==> config.mk <==
export PLATFORM = sky130hd
export DESIGN_NAME = tournament_branch_predictor_flat
export DESIGN_NICKNAME = d
export VERILOG_FILES = /design/src/rtl/tournament_branch_predictor_if.sv /design/src/rtl/tournament_branch_predictor.sv /design/src/flat_wrapper.sv
export SDC_FILE = /design/constraint.sdc
export NUM_CORES = 2
export LEC_CHECK = 0
export CAP_MARGIN = 5
export CELL_PAD_IN_SITES_DETAIL_PLACEMENT = 1
export CELL_PAD_IN_SITES_GLOBAL_PLACEMENT = 2
export CORE_ASPECT_RATIO = 0.75
export CORE_MARGIN = 4
export CORE_UTILIZATION = 44
export CTS_CLUSTER_SIZE = 25
export DETAILED_ROUTE_END_ITERATION = 16
export PLACE_DENSITY = 0.81
export SLEW_MARGIN = 10
export SYNTH_ARGS = -nofsm -noshare
export SYNTH_HDL_FRONTEND = slang
export SYNTH_SLANG_ARGS = --single-unit
==> constraint.sdc <==
create_clock -name clk -period 23.8 [get_ports clk]
set_clock_uncertainty 0.05 [all_clocks]
set_input_delay 2.38 -clock clk [delete_from_list [all_inputs] [get_ports clk]]
set_output_delay 2.38 -clock clk [all_outputs]
set_load 0.01 [all_outputs]
==> src/rtl/tournament_branch_predictor_if.sv <==
// rtl/tournament_branch_predictor_if.sv - predict/update handshake bundle for the tournament predictor
interface tournament_branch_predictor_if #(
  parameter int GHR_BITS = 9
);
  logic                pred_valid;
  logic [31:0]         pred_pc;
  logic                pred_ready;
  logic                pred_out_valid;
  logic                pred_taken;
  logic                pred_src;
  logic [GHR_BITS-1:0] pred_ghr;
  logic                upd_valid;
  logic [31:0]         upd_pc;
  logic [GHR_BITS-1:0] upd_ghr;
  logic                upd_taken;
  logic                upd_mispredict;

  modport master (
    output pred_valid, pred_pc, upd_valid, upd_pc, upd_ghr, upd_taken, upd_mispredict,
    input  pred_ready, pred_out_valid, pred_taken, pred_src, pred_ghr
  );

  modport slave (
    input  pred_valid, pred_pc, upd_valid, upd_pc, upd_ghr, upd_taken, upd_mispredict,
    output pred_ready, pred_out_valid, pred_taken, pred_src, pred_ghr
  );
endinterface

==> src/rtl/tournament_branch_predictor.sv <==
// rtl/tournament_branch_predictor.sv - gshare/bimodal tournament predictor with per-PC chooser
// Tables are swept to weak defaults after reset; GHR is speculative and repaired on mispredict.
module tournament_branch_predictor #(
  parameter int IDX_BITS = 9,
  parameter int GHR_BITS = 9,
  parameter int CTR_BITS = 2
) (
  input  logic                                clk,
  input  logic                                reset_n,
  input  logic [1:0]                          mode,
  output logic                                init_done,
  tournament_branch_predictor_if.slave        bus
);
  localparam int ENTRIES = 1 << IDX_BITS;
  localparam logic [CTR_BITS-1:0] CTR_INIT = CTR_BITS'((1 << (CTR_BITS - 1)) - 1);
  localparam logic [CTR_BITS-1:0] CTR_MAX  = '1;

  typedef enum logic {INIT, RUN} state_t;

  state_t              state;
  state_t              state_next;
  logic [IDX_BITS-1:0] ptr;
  logic [GHR_BITS-1:0] ghr;

  logic [CTR_BITS-1:0] gsh_tbl [ENTRIES];
  logic [CTR_BITS-1:0] bim_tbl [ENTRIES];
  logic [1:0]          cho_tbl [ENTRIES];

  function automatic logic [CTR_BITS-1:0] ctr_step(input logic [CTR_BITS-1:0] c, input logic up);
    if (up) return (c == CTR_MAX) ? c : c + 1'b1;
    return (c == '0) ? c : c - 1'b1;
  endfunction

  function automatic logic [1:0] cho_step(input logic [1:0] c, input logic up);
    if (up) return (c == 2'b11) ? c : c + 1'b1;
    return (c == 2'b00) ? c : c - 1'b1;
  endfunction

  // Truncating the concatenation also covers GHR_BITS == 1, where the history is just the new bit.
  function automatic logic [GHR_BITS-1:0] ghr_shift(input logic [GHR_BITS-1:0] h, input logic t);
    return GHR_BITS'({h, t});
  endfunction

  logic running;
  logic pred_fire;
  logic upd_fire;

  assign running        = (state == RUN);
  assign init_done      = running;
  assign bus.pred_ready = running;
  assign pred_fire      = bus.pred_valid && running;
  assign upd_fire       = bus.upd_valid && running;

  logic [IDX_BITS-1:0] p_idx;
  logic [IDX_BITS-1:0] p_gidx;
  logic [IDX_BITS-1:0] u_idx;
  logic [IDX_BITS-1:0] u_gidx;
  logic                unused_pc_bits;

  assign p_idx  = bus.pred_pc[IDX_BITS+1:2];
  assign p_gidx = p_idx ^ IDX_BITS'(ghr);
  assign u_idx  = bus.upd_pc[IDX_BITS+1:2];
  assign u_gidx = u_idx ^ IDX_BITS'(bus.upd_ghr);
  assign unused_pc_bits = ^{bus.pred_pc[31:IDX_BITS+2], bus.pred_pc[1:0],
                            bus.upd_pc[31:IDX_BITS+2], bus.upd_pc[1:0]};

  logic p_gsh;
  logic p_bim;
  logic p_cho;
  logic p_taken;
  logic p_src;

  assign p_gsh = gsh_tbl[p_gidx][CTR_BITS-1];
  assign p_bim = bim_tbl[p_idx][CTR_BITS-1];
  assign p_cho = cho_tbl[p_idx][1];

  always_comb begin
    p_taken = 1'b0;
    p_src   = 1'b0;
    case (mode)
      2'b00: begin
        p_src   = p_cho;
        p_taken = p_cho ? p_gsh : p_bim;
      end
      2'b01: begin
        p_src   = 1'b1;
        p_taken = p_gsh;
      end
      2'b10:   p_taken = p_bim;
      default: ;
    endcase
  end

  logic [CTR_BITS-1:0] u_gsh;
  logic [CTR_BITS-1:0] u_bim;
  logic [1:0]          u_cho;
  logic [CTR_BITS-1:0] u_gsh_new;
  logic [CTR_BITS-1:0] u_bim_new;
  logic [1:0]          u_cho_new;

  assign u_gsh = gsh_tbl[u_gidx];
  assign u_bim = bim_tbl[u_idx];
  assign u_cho = cho_tbl[u_idx];

  // Chooser only learns from branches where the two components disagreed.
  always_comb begin
    u_gsh_new = ctr_step(u_gsh, bus.upd_taken);
    u_bim_new = ctr_step(u_bim, bus.upd_taken);
    u_cho_new = u_cho;
    if (u_gsh[CTR_BITS-1] != u_bim[CTR_BITS-1])
      u_cho_new = cho_step(u_cho, u_gsh[CTR_BITS-1] == bus.upd_taken);
  end

  always_ff @(posedge clk) begin
    if (state == INIT) begin
      gsh_tbl[ptr] <= CTR_INIT;
      bim_tbl[ptr] <= CTR_INIT;
      cho_tbl[ptr] <= 2'b01;
    end else if (upd_fire) begin
      gsh_tbl[u_gidx] <= u_gsh_new;
      bim_tbl[u_idx]  <= u_bim_new;
      cho_tbl[u_idx]  <= u_cho_new;
    end
  end

  always_ff @(posedge clk or negedge reset_n) begin
    if (!reset_n) begin
      state <= INIT;
      ptr   <= '0;
    end else begin
      state <= state_next;
      if (state == INIT) ptr <= ptr + 1'b1;
    end
  end

  always_comb begin
    state_next = state;
    case (state)
      INIT:    if (ptr == '1) state_next = RUN;
      RUN:     state_next = RUN;
      default: state_next = INIT;
    endcase
  end

  // A resolved mispredict rebuilds history from the branch's own snapshot, beating any same-edge shift.
  always_ff @(posedge clk or negedge reset_n) begin
    if (!reset_n) begin
      ghr                <= '0;
      bus.pred_out_valid <= 1'b0;
      bus.pred_taken     <= 1'b0;
      bus.pred_src       <= 1'b0;
      bus.pred_ghr       <= '0;
    end else begin
      bus.pred_out_valid <= pred_fire;
      if (pred_fire) begin
        bus.pred_taken <= p_taken;
        bus.pred_src   <= p_src;
        bus.pred_ghr   <= ghr;
      end
      if (upd_fire && bus.upd_mispredict)
        ghr <= ghr_shift(bus.upd_ghr, bus.upd_taken);
      else if (pred_fire)
        ghr <= ghr_shift(ghr, p_taken);
    end
  end
endmodule

==> src/flat_wrapper.sv <==
// flat-port wrapper written by rule: the top's interface ports become plain ports
module tournament_branch_predictor_flat 
#(
  parameter int IDX_BITS = 9,
  parameter int GHR_BITS = 9,
  parameter int CTR_BITS = 2
)
  (clk, reset_n, mode, init_done, bus_pred_valid, bus_pred_pc, bus_upd_valid, bus_upd_pc, bus_upd_ghr, bus_upd_taken, bus_upd_mispredict, bus_pred_ready, bus_pred_out_valid, bus_pred_taken, bus_pred_src, bus_pred_ghr);
  tournament_branch_predictor_if #(.GHR_BITS(GHR_BITS)) bus_i ();
  input  logic clk;
  input  logic reset_n;
  input  logic [1:0] mode;
  output logic init_done;
  input wire logic [$bits(bus_i.pred_valid)-1:0] bus_pred_valid;
  input wire logic [$bits(bus_i.pred_pc)-1:0] bus_pred_pc;
  input wire logic [$bits(bus_i.upd_valid)-1:0] bus_upd_valid;
  input wire logic [$bits(bus_i.upd_pc)-1:0] bus_upd_pc;
  input wire logic [$bits(bus_i.upd_ghr)-1:0] bus_upd_ghr;
  input wire logic [$bits(bus_i.upd_taken)-1:0] bus_upd_taken;
  input wire logic [$bits(bus_i.upd_mispredict)-1:0] bus_upd_mispredict;
  output wire logic [$bits(bus_i.pred_ready)-1:0] bus_pred_ready;
  output wire logic [$bits(bus_i.pred_out_valid)-1:0] bus_pred_out_valid;
  output wire logic [$bits(bus_i.pred_taken)-1:0] bus_pred_taken;
  output wire logic [$bits(bus_i.pred_src)-1:0] bus_pred_src;
  output wire logic [$bits(bus_i.pred_ghr)-1:0] bus_pred_ghr;
  assign bus_i.pred_valid = bus_pred_valid;
  assign bus_i.pred_pc = bus_pred_pc;
  assign bus_i.upd_valid = bus_upd_valid;
  assign bus_i.upd_pc = bus_upd_pc;
  assign bus_i.upd_ghr = bus_upd_ghr;
  assign bus_i.upd_taken = bus_upd_taken;
  assign bus_i.upd_mispredict = bus_upd_mispredict;
  assign bus_pred_ready = bus_i.pred_ready;
  assign bus_pred_out_valid = bus_i.pred_out_valid;
  assign bus_pred_taken = bus_i.pred_taken;
  assign bus_pred_src = bus_i.pred_src;
  assign bus_pred_ghr = bus_i.pred_ghr;
  tournament_branch_predictor #(.IDX_BITS(IDX_BITS), .GHR_BITS(GHR_BITS), .CTR_BITS(CTR_BITS)) u_core (.clk(clk), .reset_n(reset_n), .mode(mode), .init_done(init_done), .bus(bus_i));
endmodule
* After elaboration in Yosys (flattened, before gate mapping)
Memory sizes are Yosys's and may differ from the RTL's.
Index checks and enable logic that the tools add are counted.
** Cells by class
- Reduce and logical (&&, ||, !) cells :: 11
- Mux-type cells :: 36
- Bitwise logic cells :: 3
- Eq/ne operators :: 8
- $add $sub $neg :: 7
** Operators with widths (count)
- 2-to-1 mux 9 bit :: 5
- 2-to-1 mux 2 bit :: 16
- bitwise XOR 9 bit :: 2
- 2-to-1 mux 1 bit :: 12
- adder 9 x 1 -> 9 bit (second input constant) :: 1
- equality test 9 bit (second input constant) :: 1
- equality test 2 bit (second input constant) :: 4
- zero test 2 bit :: 4
- adder 2 x 1 -> 2 bit (second input constant) :: 3
- OR reduction 2 bit :: 3
- subtractor 2 x 1 -> 2 bit (second input constant) :: 3
- one-hot mux 1 bit (2 select lines) :: 2
- logical AND 1 bit :: 3
- one-hot mux 1 bit (3 select lines) :: 1
- equality test 2 x 1 -> 1 bit (second input constant) :: 1
- nonzero test 2 bit :: 1
- equality test 1 bit :: 1
- != test 1 bit :: 1
- NOT 1 bit :: 1
** Storage, ports and cells
- Memories :: 3
- Input bits :: 81
- Logic and storage cells :: 75
- Output and inout bits :: 14
- Bits in registers :: 31
- RAM bits :: 3072
** Memories
- u_core.bim_tbl :: depth 512, bits a word 2, rd ports 2, clocked after memory_dff 0, write ports 1, RTL line tournament_branch_predictor.sv:26 : logic [CTR_BITS-1:0] bim_tbl [ENTRIES];
- u_core.cho_tbl :: depth 512, bits a word 2, rd ports 2, clocked after memory_dff 0, write ports 1, RTL line tournament_branch_predictor.sv:27 : logic [1:0] cho_tbl [ENTRIES];
- u_core.gsh_tbl :: depth 512, bits a word 2, rd ports 2, clocked after memory_dff 0, write ports 1, RTL line tournament_branch_predictor.sv:25 : logic [CTR_BITS-1:0] gsh_tbl [ENTRIES];

* Longest topological paths before layout
An unclocked memory read counts as a cell.
- Word-level depth :: 8
- Depth in mapped cells :: 18
- Mapped depth without buffers :: 11

* Worst setup path before layout
No wires, ideal clock.
- Path kind :: input to register
- Start point :: input bus_upd_pc[3]
- End point :: memory u_core.gsh_tbl[0][0] (data pin)
- Library setup time :: 4167 ps
- Data arrival time :: 24997 ps
- Stages :: 16
- Slack :: -5414 ps
- Required time :: 19583 ps
- Buffers on the path :: 6
- Cells stage by stage :: buf_2 xor2_2 buf_4 buf_2 buf_2 buf_2 buf_2 mux4_2 nand2_1 nand3_1 a311oi_1 a22oi_1 a211o_1 nand2_1 a21oi_1 o21ai_0
** On the way
- Cells in the longest elaborated chain, start to end :: 7
- Elaborated cells on any way between the ends :: 11
- Those cells by class :: add/sub: 2; eq/ne: 1; mux: 5; bitwise: 1; reduce/logical: 1; memory: 1
** RTL lines
- start, declared :: RTL line flat_wrapper.sv:17 : input wire logic [$bits(bus_i.upd_pc)-1:0] bus_upd_pc;
- bitwise XOR 9 bit * :: RTL line tournament_branch_predictor.sv:63 : assign u_gidx = u_idx ^ IDX_BITS'(bus.upd_ghr);
- memory (512 x 2 bit) *
- adder 2 x 1 -> 2 bit or equality test 2 bit (tied branches) :: RTL line tournament_branch_predictor.sv:30 : if (up) return (c == CTR_MAX) ? c : c + 1'b1;
- 2-to-1 mux 2 bit (2 in series) :: RTL line tournament_branch_predictor.sv:30
- 2-to-1 mux 2 bit * :: RTL line tournament_branch_predictor.sv:31 : return (c == '0) ? c : c - 1'b1;
- 2-to-1 mux 2 bit (no source line) *
- end, declared :: RTL line tournament_branch_predictor.sv:25
Mark *: on every way between the ends. The rest lies on a longest branch, timed or not. The select of a mux whose other input is x is not followed.

* Worst setup path after layout
- Start point :: input bus_upd_pc[2]
- End point :: memory u_core.cho_tbl[357][0] (data pin)
** On the way
- Cells in the longest elaborated chain, start to end :: 8
- Elaborated cells on any way between the ends :: 18
- Those cells by class :: add/sub: 2; eq/ne: 3; mux: 8; bitwise: 1; reduce/logical: 1; memory: 3
** RTL lines
- branches (longest 6 deep; another with memory (512 x 2 bit))
- 2-to-1 mux 2 bit * :: RTL line tournament_branch_predictor.sv:110 : if (u_gsh[CTR_BITS-1] != u_bim[CTR_BITS-1])
- 2-to-1 mux 2 bit (no source line) *
- end, declared :: RTL line tournament_branch_predictor.sv:27
Every way passes the cells marked *. The select of a mux whose other input is x is not followed.

==> impl_results.md <==
- Status: finished with violations
- Failing checks: capacitance limit
- Seq/Total Area, Yosys: 67.87%
- Worst path bufs/invs: 8
- Detailed Route WL: 457500 µm
- Reg-to-reg startpoint: u_core.bim_tbl[278][1]
- Arr. time, crit path: 11650 ps
- Crit-path cells: buf_8, buf_4, buf_12, buf_4, buf_4, buf_4, mux4_2, a2111oi_1, nor4_1, nor4b_1, nor4_1, nor2_1, mux2_1, o21ai_4, buf_12, buf_12
- Overflow after GRT: 0
- Unrepaired setup endpoints after global routing: false
- Mapped Cells: 7680
- Most instantiated library cell after synthesis: edfxtp_1
- Fin. max-slew vios: 0
- Buffers on Ports: 48
- Crit path max fanout: 223
- Hold_sp: u_core.bus.pred_taken
- Slew @ Worst Pin: 1444 ps
- Critical path's top delay family: buffers and inverters
- Critical Path Stages: 16
- DR pass1 iterations: 6
- Layout area overhead: 11.05%
- Worst hold path stage count: 2
- Commonest cells in the synthesized netlist: edfxtp_1 (3072), nor2_1 (1133), mux4_2 (1114)
- Peak supply drop: 0.00005607 V
- Final Cycle Share: 47.22%
- Synth Area per Inst: 17.85 µm²
- Most used flip-flop cell after synthesis: edfxtp_1
- Crit path top cell by count: buf_4
- Die H: 491.4 µm
- CTS clk-pin slew, worst paths: 70 ps
- Pwr/cell area: 74.88 nW/µm²
- Cts hold-fix bufs: 0
- Synth area leaders: edfxtp_1 (67%), mux4_2 (18%), nor2_1 (3.1%), mux2i_1 (2.8%), nand2_1 (1.1%)
- CTS root buffer: clkbuf_16
- Cell area after synthesis: 137100 µm²
- Synth area leader: edfxtp_1
- Syn nets: 7763
- Final instance area: 152200 µm²
- Netlist cell types: 84
- Nets@finish: 7735
- First-pass GRT wire length: 645300 µm
- HP Class: register to register
- Multi-input gate area: 41800 µm²
- Final min period: 11240 ps
- Row count: 177
- TritonCTS buffer count: 313
- # DRC: 0
- Initial core utilization: 44.21%
- LEAKAGE: 45.80 nW
- Post-synth top area share: 67.30%
- DRT iter0 DRCs: 13085
- Post-route ant nets: 0
- Max cap viols: 1
- Total vias in the final route: 82088
- CP startpoint kind: input pin
- RePlAce Congestion: 0.9123
- Clock tree sinks: 3103
- Final Hold Fails: 0
- Storage cell area: 93020 µm²
- Largest net degree at the start of global routing: 285
- CTS tree: done
- Vias/cell: 6.822
- CTS resizes: 0
- Die Wd: 652.5 µm
- CP Capture Type: register
- Crit-path slowest cell: a2111oi_1
- Hold EP: u_core.bus.pred_taken
- Max Clock Freq: 88.98 MHz
- Yosys reg bits: 3103
- Fill cells: 28463
- H-tree level count: 5
- Number of synthesized flops with an enable pin: 3072
- Skew-Pair Late Insertion Delay: 910 ps
- Tot GR Track Use: 28.17%
- Critical path type: input pin to register
- Core area: 310000 µm²
- Synth warn: 0
- R2R depth: 11
- FF-to-FF End: u_core.bim_tbl[197][0]
- Die area: 320600 µm²
- Async S/R FF share, synth: 0.9990%
- Worst-case clock buffer depth: 4
- Critical Path RT: 24210 ps
- Post-DP HPWL: 277200 µm
- Antenna violations before repair: 21
- Number of global-route vias before repair: 82591
- Avg WL per Cell: 38.03 µm
- Slew HR: 1.273%
- Setup TNS: 0 ps
- Placed cell areas: 142300 µm²
- Ports: 95
- # setup viols final: 0
- Register-to-Register Setup Slack: 17310 ps
- Setup Buffers After CTS: 0
- Layout cells sized above 1: 23.90%
- Slowest stage delay, CP: 1200 ps
## logic make-up after synthesis
kind of cell               after synthesis  share of synthesized area [%]
DFF                                   3103                          67.87
and+or+nand+nor                       1792                          5.330
muxes                                 1527                          21.41
buffers and inverters                  610                          2.002
AOI/OAI and AO/OA                      603                          3.080
xor gates and xnor gates                41                         0.2812
adders and majority gates                4                        0.03286
## through the flow
stage                     worst slack (ps)  utilization, %  total power, mW  hold slack [ps]  std cells
final                                12560           49.09            11.40            450.2      12032
after global routing                 11970           49.08            11.68            489.7      12017
after CTS                            12620           49.07            11.43            455.4      12014
after detailed placement             11690           45.89            6.598            440.0      11453
after global placement               12090           45.89            6.593            418.7      11453
after floorplan                      179.4               -            6.368            437.6       7680
## cell usage in the layout (no fill, tap or decap), types with 17 or more instances in the layout
cell type / n
nand2_1: 356
mux4_2: 1114
clkbuf_1: 56
nand2_2: 30
nand3_1: 84
nor4_1: 19
o21ai_0: 79
mux2_2: 29
buf_4: 186
a22oi_1: 28
clkbuf_16: 321
dfrtp_1: 31
a21oi_1: 96
o22ai_1: 88
a221oi_1: 17
clkinv_2: 53
nor2_1: 1129
edfxtp_1: 3072
diode_2: 17
buf_12: 19
clkinv_1: 68
clkdlybuf4s50_1: 33
nand4_1: 20
a31oi_1: 25
a211oi_1: 34
o221ai_1: 98
mux2i_1: 378
nor3_1: 63
bufinv_16: 23
## routing by layer
layer / global-route usage, % / share of wire (%) / up-vias / wire (µm)
met5: 0 / 0.017 / - / 77
met4: 9.960 / 4.1 / 10 / 18680
met3: 9.726 / 14 / 946 / 62730
met2: 39.97 / 43 / 5833 / 197100
met1: 40.48 / 39 / 43955 / 179000
li1: - / - / 31344 / -
## state kept, by name, summed over array words and instances, names as in the netlist
signal / flops
u_core.bim_tbl: 1024
u_core.cho_tbl: 1024
u_core.gsh_tbl: 1024
u_core.bus.pred_ghr: 9
u_core.ghr: 9
u_core.ptr: 9
u_core.bus.pred_out_valid: 1
u_core.bus.pred_ready: 1
u_core.bus.pred_src: 1
u_core.bus.pred_taken: 1
## worst register-to-register path, stage by stage (launching register included)
cell	delay, ps
edfxtp_1	370
mux2i_1	90
o221ai_1	270
o22ai_1	140
o21ai_0	440
o21ai_0	590
a211oi_1	910
nor4_2	260
maj3_1	450
nand2_4	620
buf_12	730
buf_4	1110
## report_power, final
group          internal [mW]  total, mW  switching [mW]  leakage [nW]
registers               5.91       5.91               0          28.3
logic                  0.178      0.585           0.407          12.7
clock network           2.74       4.90            2.16          4.82
total                   8.83       11.4            2.57          45.8
## how the worst max path moves through the flow
stage | to | slack [ps] | start
after floorplan | u_core.cho_tbl[0][1] | 180 | bus_upd_pc[3]
after global placement | u_core.bim_tbl[144][1] | 12090 | bus_upd_pc[2]
after detailed placement | u_core.bim_tbl[197][0] | 11690 | bus_upd_pc[2]
after CTS | u_core.bim_tbl[198][1] | 12620 | bus_upd_pc[2]
after global routing | u_core.bim_tbl[161][1] | 11970 | bus_upd_pc[2]
final | u_core.cho_tbl[357][0] | 12560 | bus_upd_pc[2]
## layout make-up
| cell class | instances | share of cell area, % |
|---|---|---|
| sequential | 3103 | 61.11 |
| clock buffer | 381 | 5.451 |
| antenna | 17 | 0.02795 |
| multi-input combinational | 3967 | 27.46 |
| inverter | 15 | 0.04110 |
| timing repair buffer | 252 | 1.485 |
| tap | 4117 | 3.384 |
| clock inverter | 180 | 1.035 |
Note: power is estimated with default switching activity, not from simulation.
